**src/rtl/vga_mode_scheduler.sv**
```systemverilog
// vga_mode_scheduler
// Synchronises and debounces the Lock-in/FFT slide switch, defers each
// accepted mode change to the next frame boundary, then holds the colour
// outputs black for BLANK_FRAMES whole frames after the change.
module vga_mode_scheduler #(
    parameter int DEBOUNCE_CYCLES = 250000,
    parameter int CNT_W           = 18,
    parameter int BLANK_FRAMES    = 2,
    parameter int FRM_W           = 4
) (
    input  logic pixel_clk,
    input  logic reset,
    input  logic i_switch_mode,
    input  logic i_frame_over,
    output logic o_mode,
    output logic o_force_blank,
    output logic o_mode_change,
    output logic o_busy
);

    localparam logic [CNT_W-1:0] DB_LAST  = CNT_W'(DEBOUNCE_CYCLES - 1);
    // Last blank frame index; unused when blanking is disabled.
    localparam logic [FRM_W-1:0] FRM_LAST = FRM_W'((BLANK_FRAMES > 0) ? BLANK_FRAMES - 1 : 0);
    localparam bit               BLANK_EN = (BLANK_FRAMES > 0);

    typedef enum logic [1:0] {
        ST_STABLE     = 2'd0,
        ST_WAIT_FRAME = 2'd1,
        ST_BLANK      = 2'd2
    } state_t;

    logic             r_sw_s1;
    logic             r_sw_sync;
    logic             r_sw_db;
    logic [CNT_W-1:0] r_db_cnt;

    state_t           r_state;
    state_t           w_state_nxt;
    logic             r_mode;
    logic             w_mode_nxt;
    logic             r_force_blank;
    logic             w_force_blank_nxt;
    logic             r_mode_change;
    logic             w_mode_change_nxt;
    logic             r_busy;
    logic [FRM_W-1:0] r_frm_cnt;
    logic [FRM_W-1:0] w_frm_cnt_nxt;

    // Two-flop synchroniser for the asynchronous slide switch.
    always_ff @(posedge pixel_clk or negedge reset) begin
        if (!reset) begin
            r_sw_s1   <= 1'b0;
            r_sw_sync <= 1'b0;
        end else begin
            r_sw_s1   <= i_switch_mode;
            r_sw_sync <= r_sw_s1;
        end
    end

    // Debounce: accept the synced level only after it has differed from the
    // accepted level for DEBOUNCE_CYCLES consecutive cycles.
    always_ff @(posedge pixel_clk or negedge reset) begin
        if (!reset) begin
            r_sw_db  <= 1'b0;
            r_db_cnt <= '0;
        end else if (r_sw_sync == r_sw_db) begin
            r_db_cnt <= '0;
        end else if (r_db_cnt == DB_LAST) begin
            r_sw_db  <= r_sw_sync;
            r_db_cnt <= '0;
        end else begin
            r_db_cnt <= r_db_cnt + 1'b1;
        end
    end

    // Next-state and registered-output logic of the mode-change sequencer.
    always_comb begin
        w_state_nxt       = r_state;
        w_mode_nxt        = r_mode;
        w_force_blank_nxt = r_force_blank;
        w_mode_change_nxt = 1'b0;
        w_frm_cnt_nxt     = r_frm_cnt;
        case (r_state)
            ST_STABLE: begin
                // A frame pulse coinciding with the mismatch is deliberately
                // not used: the change waits for a full frame boundary.
                if (r_sw_db != r_mode) begin
                    w_state_nxt = ST_WAIT_FRAME;
                end
            end
            ST_WAIT_FRAME: begin
                // Withdrawal wins over a coincident frame pulse.
                if (r_sw_db == r_mode) begin
                    w_state_nxt = ST_STABLE;
                end else if (i_frame_over) begin
                    w_mode_nxt        = r_sw_db;
                    w_mode_change_nxt = 1'b1;
                    w_frm_cnt_nxt     = '0;
                    if (BLANK_EN) begin
                        w_force_blank_nxt = 1'b1;
                        w_state_nxt       = ST_BLANK;
                    end else begin
                        w_state_nxt = ST_STABLE;
                    end
                end
            end
            ST_BLANK: begin
                // Switch activity is ignored here; STABLE re-evaluates on entry.
                if (i_frame_over) begin
                    w_frm_cnt_nxt = r_frm_cnt + 1'b1;
                    if (r_frm_cnt == FRM_LAST) begin
                        w_force_blank_nxt = 1'b0;
                        w_state_nxt       = ST_STABLE;
                    end
                end
            end
            default: begin
                w_state_nxt       = ST_STABLE;
                w_force_blank_nxt = 1'b0;
            end
        endcase
    end

    // State register with outputs registered alongside it.
    always_ff @(posedge pixel_clk or negedge reset) begin
        if (!reset) begin
            r_state       <= ST_STABLE;
            r_mode        <= 1'b0;
            r_force_blank <= 1'b0;
            r_mode_change <= 1'b0;
            r_busy        <= 1'b0;
            r_frm_cnt     <= '0;
        end else begin
            r_state       <= w_state_nxt;
            r_mode        <= w_mode_nxt;
            r_force_blank <= w_force_blank_nxt;
            r_mode_change <= w_mode_change_nxt;
            r_busy        <= (w_state_nxt != ST_STABLE);
            r_frm_cnt     <= w_frm_cnt_nxt;
        end
    end

    assign o_mode        = r_mode;
    assign o_force_blank = r_force_blank;
    assign o_mode_change = r_mode_change;
    assign o_busy        = r_busy;

endmodule

```
**config.mk**
```make
export PLATFORM = sky130hd
export DESIGN_NAME = vga_mode_scheduler
export DESIGN_NICKNAME = d
export VERILOG_FILES = /design/src/rtl/vga_mode_scheduler.sv
export SDC_FILE = /design/constraint.sdc
export NUM_CORES = 1
export LEC_CHECK = 0
export CAP_MARGIN = 20
export CORE_AREA = 2 2 73 75
export DETAILED_ROUTE_END_ITERATION = 10
export DIE_AREA = 0 0 75 77
export GPL_TIMING_DRIVEN = 0
export PLACE_DENSITY_LB_ADDON = 0.3
export SYNTH_ARGS = -nofsm -noshare
export SYNTH_HDL_FRONTEND = slang
export SYNTH_SLANG_ARGS = --single-unit
```
**constraint.sdc**
```tcl
create_clock -name pixel_clk -period 3.1 [get_ports pixel_clk]
set_clock_uncertainty 0.2 [all_clocks]
set_input_delay 0.465 -clock pixel_clk [delete_from_list [all_inputs] [get_ports pixel_clk]]
set_output_delay 0.465 -clock pixel_clk [all_outputs]
set_load 0.01 [all_outputs]
```
==> flow_summary.yaml <==
logic_synthesis:
  syn-num-nets: 146
  avgSynthCellArea_um2: 10.5
  synth-seq-area-share_pct: 53.1
  yosys_warnings: 0
  syn_area_um2: 1460
  synthCells: 139
  ys_types: 30
  ys_ff_latch: 31
critical_path:
  cpPeakStageDelay_ps: 550
  cp-end-kind: "flip-flop"
  cp.required_ps: 3060
  critPathBufInv: 1
  worstPathCellList: "or4b_1 -> or4_4 -> o21ai_4 -> buf_6 -> nor2_1"
  critical_path.slowest_cell: "or4_4"
  critical_path_arrival_ps: 2280
  crit_type: "reg2reg"
  cp-start-kind: "flip-flop"
  crit_family: "simple AND/OR/NAND/NOR gates"
  critPathMaxFanout: 10
sta:
  finalHoldWorstSlack_ps: 152
  setup_tns_ps: 0
  slew_violations: 0
  fmax_mhz: 431
  finalHoldViolCount: 0
  setup_violations: 0
  rsz0062_at_grt: "false"
  relSlewSlack_pct: 44.9
  finalCritPeriodShare_pct: 74.9
  post-route-min-period_ps: 2320
  tightest_slew_ps: 823
finish:
  stdcell_area_um2: 1730
  num-nets-final: 161
  drive_above_1_share_pct: 9.09
  area_delta_synth_final_pct: 18.7
  utilization_pct: 34.8
  diodes: 0
  ff_latch_area_um2: 776
  multiInputGateArea_um2: 648
  final.fill_count: 501
floorplan:
  core_region_area_um2: 4980
  die_h_um: 77
  die_w_um: 75
  rows: 26
  num_io_pins: 8
  initial_utilization_pct: 29.4
  dieArea_um2: 5780
grt:
  grt_usage_pct: 10.4
  grt_pass1_vias: 1071
  antenna_found_initial: 0
  grt.overflow.total: 0
  grt_max_degree: 17
  grt_pass1_wl_um: 4670
placed_design:
  dpl_cell_area_um2: 1650
  place_congestion: 0.776
  port_buffers: 7
  dp_hpwl_um: 1860
min_path:
  hold_class: "reg2reg"
power:
  ir_drop_v: 0.000224
  p_per_area_nw_per_um2: 436
  p_total_uw: 757
  p_leak_nw: 0.701
cts:
  clkSlewWorstSetupHoldPaths_ps: 70
  hold_buffers: 0
  cts.path.max_buffers: 2
  clock_sinks: 31
  cts_tree: "built"
  cts_resized: 0
  htree_levels: 2
  clock_latency_ps: 270
  cts-buffers-inserted: 5
  cts_post_setup_buffers_inserted: 0
  ctsRootBufferMaster: "clkbuf_8"
drt:
  routed_wl_um: 2550
  firstDrtPassIters: 4
  avgRoutedWirePerCell_um: 11.4
  viasPerCell: 4.61
  vias: 1033
  ant_nets: 0
  drt_iter0_markers: 34
  drc_errors: 0
job:
  maxCapViolCount: 0
run_status:
  status: "completed"
per-layer routing:
metal / GRT usage, % / wire, µm / up-vias / part of all wire (%)
met5: 0 / 0 / - / 0
met4: 4.29 / 12 / 0 / 0.47
met3: 4.34 / 120 / 2 / 4.7
met2: 15.9 / 1240 / 23 / 49
met1: 12.8 / 1180 / 497 / 46
li1: - / - / 511 / -
logic make-up (layout without fill, tap and decap cells):
kind of cell	after synthesis	count (layout)	synth area share (%)
AND/OR/NAND/NOR	63	63	22.1
flip-flops	31	31	53.1
XOR/XNOR	19	19	11.4
AO/OA/AOI/OAI	13	13	6.76
buffers and inverters	8	23	2.57
adder cells (fa/ha/maj)	3	3	2.57
multiplexers	2	2	1.54
metrics by stage:
| step | cells | setup WS, ps |
|---|---|---|
| 2_1_floorplan | 139 | 925 |
| 3_3_place_gp | 216 | 787 |
| 3_5_place_dp | 217 | 779 |
| 4_1_cts | 224 | 770 |
| 5_1_grt | 224 | 693 |
| 6_report | 224 | 778 |
where the power goes:
| group | internal, mW | switching [mW] |
|---|---|---|
| Combinational | 0.0128 | 0.0175 |
| Clock | 0.174 | 0.140 |
| Sequential | 0.409 | 0.00365 |
| Total | 0.596 | 0.161 |
worst paths after layout:
check                           cells past startpoint    startpoint            to  slack (ps)
min in group asynchronous                           1         reset    r_state[1]         460
max in group asynchronous                           2         reset  r_db_cnt[14]        1680
worst max register to register                      5  r_db_cnt[13]  r_db_cnt[13]         780
worst min-delay path                                0       r_sw_s1     r_sw_sync         150
worst max-delay path                                5  r_db_cnt[13]  r_db_cnt[13]         780
worst min register to register                      0       r_sw_s1     r_sw_sync         150
layout make-up:
cell class,count,share of cell area (%)
Tap cell,70,5.05
Sequential cell,31,44.7
Multi-Input combinational cell,100,37.4
Buffer,2,0.866
Timing Repair Buffer,8,5.63
Clock buffer,6,4.76
Inverter,6,1.30
Clock inverter,1,0.289
flip-flops by register name (all words and copies together) (netlist names):
register / cells
r_db_cnt: 18
o_mode_change: 1
r_state: 2
o_force_blank: 1
r_sw_sync: 1
r_frm_cnt: 4
o_mode: 1
o_busy: 1
r_sw_db: 1
r_sw_s1: 1
placed cells by master (no fill, tap or decap):
cell type	n
dfrtp_1	31
nor2_1	25
xnor2_1	16
nand2_1	7
clkdlybuf4s50_1	7
inv_1	6
nand3_1	6
nand4_1	6
clkbuf_8	6
nor4_1	5
a22o_1	4
xor2_1	3
a21oi_1	3
ha_1	3
nand2b_1	2
o21ai_0	2
or4_1	2
nor3_1	2
mux2_2	2
nor2b_1	2
clkbuf_1	1
nand4bb_1	1
nand3b_1	1
a31o_2	1
or2b_1	1
or4b_1	1
or4_4	1
o21ai_4	1
buf_6	1
or3_1	1
o31ai_1	1
o22ai_1	1
clkinv_2	1
buf_16	1
synth_stat cells (all sizes together):
library cell | n | area [µm²]
nor4 | 5 | 31.3
inv | 6 | 22.5
or4 | 3 | 26.3
mux2 | 2 | 22.5
xor2 | 3 | 26.3
nand4bb | 1 | 11.3
nand3 | 6 | 30.0
a31o | 1 | 8.76
a22o | 4 | 35.0
nor2 | 25 | 93.8
nand4 | 6 | 37.5
buf | 1 | 11.3
o22ai | 1 | 6.26
or4b | 1 | 10.0
o31ai | 1 | 7.51
nor3 | 2 | 10.0
or2b | 1 | 7.51
ha | 3 | 37.5
o21ai | 3 | 26.3
nand3b | 1 | 7.51
nand2b | 2 | 12.5
xnor2 | 16 | 140
nand2 | 7 | 26.3
nor2b | 2 | 12.5
or3 | 1 | 6.26
a21oi | 3 | 15.0
dfrtp | 31 | 776
clkbuf | 1 | 3.75
(Power assumes the default switching activity.)
